==> src/rtl/bit_serializer_if.sv <==
// bit_serializer_if: parallel word handshake into the bit serializer.
// The master offers in_data and qualifies it with in_valid. The slave (the
// serializer) answers with in_ready. A word transfers on a rising edge
// where in_valid and in_ready are both high.
interface bit_serializer_if #(
    parameter int WIDTH = 8
);
    logic [WIDTH-1:0] in_data;
    logic             in_valid;
    logic             in_ready;

    modport master (
        output in_data,
        output in_valid,
        input  in_ready
    );

    modport slave (
        input  in_data,
        input  in_valid,
        output in_ready
    );
endinterface

==> src/rtl/bit_serializer.sv <==
// bit_serializer: turns parallel words into a framed serial bit stream.
//
// Data path:
//   - A one-entry holding register takes each word.
//   - The word then moves into a shift register.
//   - Bits leave one per enabled cycle. MSB_FIRST selects the bit order.
//   - A frame is WIDTH bits long.
//
// Back-to-back words reload on the last bit, so there is no idle gap
// between frames. serial_out, serial_valid and frame_start are registered.
// They are computed from next-state values, so they always describe the
// bit that the shift register is presenting in the current cycle.
//
// Optional feature (macro BIT_SERIALIZER_PARITY_EN):
//   - Each frame gets one extra bit at the end.
//   - That bit is an even-parity bit (XOR of the data bits).
//   - The frame becomes WIDTH+1 bits long.
//   - Leave the macro undefined for plain WIDTH-bit frames. No parity
//     logic is built in that case.
module bit_serializer #(
    parameter int WIDTH     = 8,
    parameter bit MSB_FIRST = 1'b1
) (
    input  logic              clk,
    input  logic              reset,
    bit_serializer_if.slave   in_if,
    input  logic              serial_en,
    output logic              serial_out,
    output logic              serial_valid,
    output logic              frame_start,
    output logic              busy
);

`ifdef BIT_SERIALIZER_PARITY_EN
    localparam int FRAME_LEN = WIDTH + 1;
`else
    localparam int FRAME_LEN = WIDTH;
`endif
    localparam int CW = $clog2(FRAME_LEN + 1);

    // Two-bit encoding, so that unused codes exist and can be steered
    // back to IDLE.
    typedef enum logic [1:0] {
        ST_IDLE  = 2'b00,
        ST_SHIFT = 2'b01
    } state_t;

    state_t           state_q, state_d;
    logic [WIDTH-1:0] hold_q, hold_d;
    logic             hold_full_q, hold_full_d;
    logic [WIDTH-1:0] shift_q, shift_d;
    logic [CW-1:0]    cnt_q, cnt_d;
    logic             serial_out_q, serial_out_d;
    logic             serial_valid_q, serial_valid_d;
    logic             frame_start_q, frame_start_d;
`ifdef BIT_SERIALIZER_PARITY_EN
    logic             parity_q, parity_d;
`endif

    logic             in_ready_w;
    logic             accept_w;
    logic             drain_w;
    logic             last_bit_w;
    logic [WIDTH-1:0] shift_adv_w;
    logic             cur_bit_w;

    // The holding register accepts a word whenever it is empty. It is
    // forced low while reset is held so that nothing is taken during reset.
    assign in_ready_w     = ~hold_full_q & ~reset;
    assign in_if.in_ready = in_ready_w;
    assign accept_w       = in_if.in_valid & in_ready_w;
    assign last_bit_w     = (cnt_q == CW'(FRAME_LEN - 1));

    // Shift register advance: the bit that was just emitted is dropped
    // and the next bit moves into the output position.
    assign shift_adv_w = MSB_FIRST ? {shift_q[WIDTH-2:0], 1'b0}
                                   : {1'b0, shift_q[WIDTH-1:1]};

    // Next-state logic for the FSM, the holding register and the
    // registered serial outputs.
    always_comb begin
        state_d     = state_q;
        hold_d      = hold_q;
        hold_full_d = hold_full_q;
        shift_d     = shift_q;
        cnt_d       = cnt_q;
        drain_w     = 1'b0;
`ifdef BIT_SERIALIZER_PARITY_EN
        parity_d    = parity_q;
`endif

        case (state_q)
            ST_IDLE: begin
                if (hold_full_q) begin
                    state_d = ST_SHIFT;
                    shift_d = hold_q;
                    cnt_d   = '0;
                    drain_w = 1'b1;
`ifdef BIT_SERIALIZER_PARITY_EN
                    parity_d = ^hold_q;
`endif
                end
            end
            ST_SHIFT: begin
                if (serial_en) begin
                    if (last_bit_w) begin
                        if (hold_full_q) begin
                            // Reload on the last bit so the next frame
                            // follows with no gap.
                            shift_d = hold_q;
                            cnt_d   = '0;
                            drain_w = 1'b1;
`ifdef BIT_SERIALIZER_PARITY_EN
                            parity_d = ^hold_q;
`endif
                        end else begin
                            state_d = ST_IDLE;
                            shift_d = '0;
                            cnt_d   = '0;
                        end
                    end else begin
                        shift_d = shift_adv_w;
                        cnt_d   = cnt_q + CW'(1);
                    end
                end
            end
            default: begin
                state_d = ST_IDLE;
                shift_d = '0;
                cnt_d   = '0;
            end
        endcase

        // The holding register only accepts a word when it is empty. A
        // load and a drain of the same word therefore never coincide, and
        // a drain always frees the entry for the next cycle.
        if (accept_w) begin
            hold_d      = in_if.in_data;
            hold_full_d = 1'b1;
        end else if (drain_w) begin
            hold_full_d = 1'b0;
        end
    end

    // Bit presented next cycle: either a data bit from the shift register
    // or, after all data bits, the parity bit.
    always_comb begin
        cur_bit_w = MSB_FIRST ? shift_d[WIDTH-1] : shift_d[0];
`ifdef BIT_SERIALIZER_PARITY_EN
        if (cnt_d == CW'(WIDTH)) begin
            cur_bit_w = parity_d;
        end
`endif
    end

    // Registered outputs derived from the next state. While stalled,
    // every next-state value equals the current one, so the outputs hold.
    always_comb begin
        serial_valid_d = (state_d == ST_SHIFT);
        frame_start_d  = (state_d == ST_SHIFT) && (cnt_d == '0);
        serial_out_d   = (state_d == ST_SHIFT) && cur_bit_w;
    end

    // State register. Reset is asynchronous: it clears the state, the
    // holding register, the shift register, the counter and all outputs
    // as soon as it rises.
    always_ff @(posedge clk or posedge reset) begin
        if (reset) begin
            state_q        <= ST_IDLE;
            hold_q         <= '0;
            hold_full_q    <= 1'b0;
            shift_q        <= '0;
            cnt_q          <= '0;
            serial_out_q   <= 1'b0;
            serial_valid_q <= 1'b0;
            frame_start_q  <= 1'b0;
`ifdef BIT_SERIALIZER_PARITY_EN
            parity_q       <= 1'b0;
`endif
        end else begin
            state_q        <= state_d;
            hold_q         <= hold_d;
            hold_full_q    <= hold_full_d;
            shift_q        <= shift_d;
            cnt_q          <= cnt_d;
            serial_out_q   <= serial_out_d;
            serial_valid_q <= serial_valid_d;
            frame_start_q  <= frame_start_d;
`ifdef BIT_SERIALIZER_PARITY_EN
            parity_q       <= parity_d;
`endif
        end
    end

    assign serial_out   = serial_out_q;
    assign serial_valid = serial_valid_q;
    assign frame_start  = frame_start_q;
    assign busy         = (state_q == ST_SHIFT) | hold_full_q;

endmodule

==> src/flat_wrapper.sv <==
// flat-port wrapper written by rule: the top's interface ports become plain ports
module bit_serializer_flat 
#(
    parameter int WIDTH     = 8,
    parameter bit MSB_FIRST = 1'b1
)
  (clk, reset, serial_en, serial_out, serial_valid, frame_start, busy, in_if_in_data, in_if_in_valid, in_if_in_ready);
  bit_serializer_if #(.WIDTH(WIDTH)) in_if_i ();
  input  logic clk;
  input  logic reset;
  input  logic serial_en;
  output logic serial_out;
  output logic serial_valid;
  output logic frame_start;
  output logic busy;
  input wire logic [$bits(in_if_i.in_data)-1:0] in_if_in_data;
  input wire logic [$bits(in_if_i.in_valid)-1:0] in_if_in_valid;
  output wire logic [$bits(in_if_i.in_ready)-1:0] in_if_in_ready;
  assign in_if_i.in_data = in_if_in_data;
  assign in_if_i.in_valid = in_if_in_valid;
  assign in_if_in_ready = in_if_i.in_ready;
  bit_serializer #(.WIDTH(WIDTH), .MSB_FIRST(MSB_FIRST)) u_core (.clk(clk), .reset(reset), .in_if(in_if_i), .serial_en(serial_en), .serial_out(serial_out), .serial_valid(serial_valid), .frame_start(frame_start), .busy(busy));
endmodule
==> config.mk <==
export PLATFORM = sky130hd
export DESIGN_NAME = bit_serializer_flat
export DESIGN_NICKNAME = d
export VERILOG_FILES = /design/src/rtl/bit_serializer_if.sv /design/src/rtl/bit_serializer.sv /design/src/flat_wrapper.sv
export SDC_FILE = /design/constraint.sdc
export NUM_CORES = 1
export LEC_CHECK = 0
export ABC_AREA = 1
export BUFFER_PORTS_ARGS = -buffer_cell sky130_fd_sc_hd__buf_2
export CAP_MARGIN = 20
export CORE_MARGIN = 2
export CORE_UTILIZATION = 30
export CTS_CLUSTER_SIZE = 40
export DETAILED_ROUTE_END_ITERATION = 12
export SETUP_SLACK_MARGIN = 0.5
export SYNTH_ARGS = -nofsm -noshare
export SYNTH_HDL_FRONTEND = slang
export SYNTH_SLANG_ARGS = --single-unit
==> constraint.sdc <==
create_clock -name clk -period 1.65 [get_ports clk]
set_clock_uncertainty 0.2 [all_clocks]
set_input_delay 0.2475 -clock clk [delete_from_list [all_inputs] [get_ports clk]]
set_output_delay 0.2475 -clock clk [all_outputs]
set_load 0.05 [all_outputs]
# --- Word level (Yosys, flattened, before mapping) ---
# Cells that the tools add are included.
classes:
  addsub: 1
  n_eq_ne: 5
  muxes: 20
  n_bitwise: 5
  n_reduce_logical: 6
op_table:
  columns: ["operator", "count"]
  rows:
  - ["$mux 8", 4]
  - ["$pmux 8 s2", 1]
  - ["$mux 4", 3]
  - ["$mux 2", 4]
  - ["$pmux 4 s2", 1]
  - ["$mux 1", 5]
  - ["$add 4x1->4 const B", 1]
  - ["$eq 2x1->1 const B", 2]
  - ["$eq 4x3->1 const B", 1]
  - ["$logic_not 4->1", 1]
  - ["$pmux 2 s2", 1]
  - ["$and 1x1->1", 2]
  - ["$logic_and 1x1->1", 2]
  - ["$logic_not 2->1", 1]
  - ["$ne 2x1->1 const B", 1]
  - ["$ne 2x2->1 const B", 1]
  - ["$not 1->1", 2]
  - ["$pmux 1 s2", 1]
  - ["$reduce_and 2->1", 1]
  - ["$reduce_bool 2->1", 1]
  - ["$or 1x1->1", 1]
totals:
  reg_bits: 26
  output_inout_bits: 5
  elab_cells: 46

# --- Logic depth before layout (Yosys ltp) ---
depth:
  word_depth: 6
  depth_mapped: 9
  mapped_depth_nobuf: 9

# --- Worst setup path after synthesis ---
# OpenSTA, ideal clock, no wires.
synth_path:
  kind: "register -> register"
  startpoint: "register u_core.hold_full_q"
  endpoint: "register u_core.hold_q[1]"
  setup_ns: 0.125
  arrival_ns: 1.505
  required_time_ns: 1.325
  slack_ns: -0.179
  stages_incl_launch_ff: 5
  path_buffers: 1
  period_less_slack_ns: 1.829
  cell_sequence: "dfrtp_1 > buf_6 > nor2_2 > nand2_2 > mux2_2"
synth_via:
  elab_chain_cells: 3
synth_lines:
  columns: ["item", "line", "source"]
  rows:
  - ["from (decl)", "bit_serializer.sv:50", "logic hold_full_q, hold_full_d;"]
  - ["from (signal assigned)", "bit_serializer.sv:183", "hold_full_q <= hold_full_d;"]
  - ["$not 1->1", "bit_serializer.sv:69", "assign in_ready_w = ~hold_full_q & ~reset;"]
  - ["$and 1x1->1", "bit_serializer.sv:69", null]
  - ["via in_if_in_ready", "flat_wrapper.sv:18", "output wire logic [$bits(in_if_i.in_ready)-1:0] in_if_in_ready;"]
  - ["$and 1x1->1", "bit_serializer.sv:71", "assign accept_w = in_if.in_valid & in_ready_w;"]
  - ["to (signal assigned)", "bit_serializer.sv:182", "hold_q <= hold_d;"]
  - ["to (decl)", "bit_serializer.sv:49", "logic [WIDTH-1:0] hold_q, hold_d;"]
# The timed path passes the listed nets, and every way through them passes these cells.
# A chain may end at the register's enable or synchronous reset.

# --- Worst setup path after layout ---
layout_path:
  startpoint: "register u_core.state_q[1]"
  endpoint: "output busy"
layout_via:
  elab_chain_cells: 2
layout_lines:
  columns: ["item", "line", "source"]
  rows:
  - ["from (decl)", "bit_serializer.sv:48", "state_t state_q, state_d;"]
  - ["from (signal assigned)", "bit_serializer.sv:181", "state_q <= state_d;"]
  - ["$eq 2x1->1", "bit_serializer.sv:198", "assign busy = (state_q == ST_SHIFT) | hold_full_q;"]
  - ["$or 1x1->1", "bit_serializer.sv:198", null]
  - ["to (decl)", "flat_wrapper.sv:15", "output logic busy;"]
# Every way passes these cells.

==> metrics.md <==
| Metric | Value |
|---|---|
| Hold WC Path Type | `in2reg` |
| Area leader, netlist | `dfrtp_1` |
| Hold Vio Cnt, Final | `0` |
| DRC | `0` |
| Die Height | `70.08 µm` |
| Synth top area share | `49.67%` |
| Final ANT Viol Nets | `0` |
| Worst R2R Start | `u_core.cnt_q[1]` |
| Pre-CTS setup slack | `0.08341 ns` |
| CTS HTree Levels | `1` |
| Post-Syn Nets | `158` |
| Most common cell after layout, fill and taps aside | `nand2_1` |
| # rows | `24` |
| Total power draw | `2.573 mW` |
| Maximum vdd ir drop | `0.0005566 V` |
| Critical Path AT | `1.08 ns` |
| Clock Latency Late Sink | `0.26 ns` |
| WHS Endpoint | `u_core.hold_q[6]` |
| Result of the run | `finished, final reports clean` |
| Grt peak-use layer | `met2` |
| Max_cap viols | `0` |
| Initial antenna violation count | `0` |
| Detailed-route wire length per cell | `12.17 µm` |
| Met2 Usage GRT | `22.22%` |
| Chip width | `70.08 µm` |
| Library cells used by synthesis | `25` |
| Area growth syn-to-layout | `44.22%` |
| Warnings, synthesis | `0` |
| Number of global-route vias before repair | `1094` |
| Initial Utilization | `30.51%` |
| Worst Reg2Reg Path Length in Cells | `7` |
| Top post-synthesis cells by area | `dfrtp_1 (50%), nand2_1 (12%), nand3_1 (6.5%)` |
| Core Area | `4294 µm²` |
| Clk sinks | `26` |
| Critical Path RT | `1.20 ns` |
| Hold Startpoint | `in_if_in_data[6]` |
| RSZ-0062 raised after global routing | `true` |
| Fin Setup TNS | `0 ns` |
| Register area share after synthesis | `49.67%` |
| Drt via density | `4.774` |
| R2r setup slk | `0.13 ns` |
| Clk slew on worst S/H paths | `0.08 ns` |
| Iteration-0 DRC Markers | `49` |
| First drt pass iteration count | `4` |
| Kind of critical path | `reg2out` |
| Global-route wire length before repair | `4899 µm` |
| DR vias | `1141` |
| Nets@finish | `202` |
| Filler instances | `427` |
| Register Area | `654.4 µm²` |
| HPWL after detailed placement | `1848 µm` |
| Port buffer count | `16` |
| Ant diodes | `0` |
| DIE AREA | `4911 µm²` |
| LEAKAGE | `0.9333 nW` |
| Gpl congestion | `0.8482` |
| Largest net degree at the start of global routing | `27` |
| Max Fanout on Critical Path | `2` |
| Routed WL | `2908 µm` |
| Area of the multi-input gates | `715.7 µm²` |
| Root Buffer | `clkbuf_8` |
| Min Tclk post-route | `1.532 ns` |
| Pwr dens | `1362 nW/µm²` |
| Fin crit share | `92.86%` |
| I/O pins | `17` |
| Num CTS Buffers | `3` |
| Deepest clock path buffer count | `2` |
| WHS | `0.007091 ns` |
| Slew Limit Fails | `0` |
| Number of synthesized register bits | `26` |
| Post-Synthesis Cell Area | `1310 µm²` |
| Worst R2R End | `u_core.shift_q[5]` |
| Total GRT Usage | `12.46%` |
| Met1 global-route usage | `15.54%` |
| Commonest non-fill, non-tap cells in the layout | `nand2_1 (36), dfrtp_1 (23), nand3_1 (16)` |
| WHS Path Cells | `2` |
| Setup violations, final | `0` |
| CP startpoint kind | `flop` |
| Remaining Overflow, GRT | `0` |
| Mean area per synthesized cell | `9.035 µm²` |
| Fmax | `652.7 MHz` |
| GR met3 Demand/Resource | `2.165%` |
| CP Capture Type | `output port` |
| CTS tree | `built` |
| Synthesized instance count | `145` |
| Finished Layout Cells | `239` |
| Final worst slack | `0.1178 ns` |
| Cells after DPL | `216` |
| Proportion of layout cells with a drive suffix above 1 | `45.99%` |
## per-stage QoR
step | cell area (µm²) | util, %
3_5_place_dp | 1528 | 35.58
6_report | 1889 | 44.00
3_3_place_gp | 1528 | 35.58
2_1_floorplan | 1365 | -
5_1_grt | 1889 | 44.00
4_1_cts | 1843 | 42.92
## kinds of logic (layout without fill, tap and decap cells)
group	Yosys count	after routing	share of synthesized area [%]
buf+inv	16	57	5.540
compound gates	13	13	7.640
simple gates	81	82	29.89
fa+ha+maj	1	1	0.9550
flops	26	26	49.67
mux	7	7	6.018
other cells	1	1	0.2863
## area by class of cell
class	instances	share of cell area, %
multi-input cells	104	37.88
flip-flops and latches	26	34.64
repair buffers	41	19.01
well taps	52	3.444
inverters	13	2.848
clock buffers	3	2.185
## per-layer routing
layer	vias up	share of wire, %
met3	4	3.2
met4	0	1.4
met1	552	46
met2	22	49
met5	-	0
li1	563	-
## how the worst max path moves through the flow
stage               slack, ns          startpoint  depth (start not counted)                 to
global placement         0.11     u_core.cnt_q[1]                          6  u_core.shift_q[1]
global route             0.06     u_core.cnt_q[1]                          8  u_core.shift_q[3]
floorplan                0.13  u_core.hold_full_q                          4   u_core.hold_q[1]
CTS                      0.11   u_core.state_q[1]                          4               busy
finish                   0.12   u_core.state_q[1]                          4               busy
detailed placement       0.08     u_core.cnt_q[1]                          6  u_core.shift_q[1]
## registers in the layout (all words and copies together) (netlist names)
register,count
u_core.state_q,2
u_core.shift_q,8
u_core.cnt_q,4
u_core.hold_q,8
u_core.frame_start,1
u_core.serial_valid,1
u_core.hold_full_q,1
u_core.serial_out,1
## cells in the mapped netlist
cell and n:
buf_6 1, nand2_2 4, nand4_1 2, nor2_4 2
ha_1 1, o31ai_1 1, o211ai_1 6, mux2_2 7
nand3_1 17, a21oi_2 2, inv_2 3, a21oi_1 1
nor2_2 2, dfrtp_1 26, buf_2 1, o21bai_1 1
nand2_1 43, o211ai_2 1, nand2_4 2, conb_1 1
nor2_1 8, o21ai_1 1, nor2_8 1, buf_4 1
inv_1 10
## critical path, stage by stage, from the launching register on
cell     delay [ns]
dfrtp_2        0.44
nor2_4         0.13
inv_4          0.06
nand2_8        0.05
buf_8          0.13
## repair_timing
item | 4_1_cts | 5_1_grt
cloned | 1 | 0
setup buffers | 17 | 1
hold buffers | 1 | 0
endpoints found under the setup margin | 30 | 33
pin swaps | 14 | 14
resized for setup | 34 | 10
endpoints found under the hold margin | 26 | 0
## report_power, final
group          leakage [nW]  internal, mW  switching [mW]  total [mW]
sequential            0.328         0.859           0.169        1.03
clock                0.0216         0.163           0.184       0.347
combinational         0.584         0.542           0.655        1.20
total                 0.933          1.56            1.01        2.57
No activity file was read; power rests on OpenSTA's default activity.
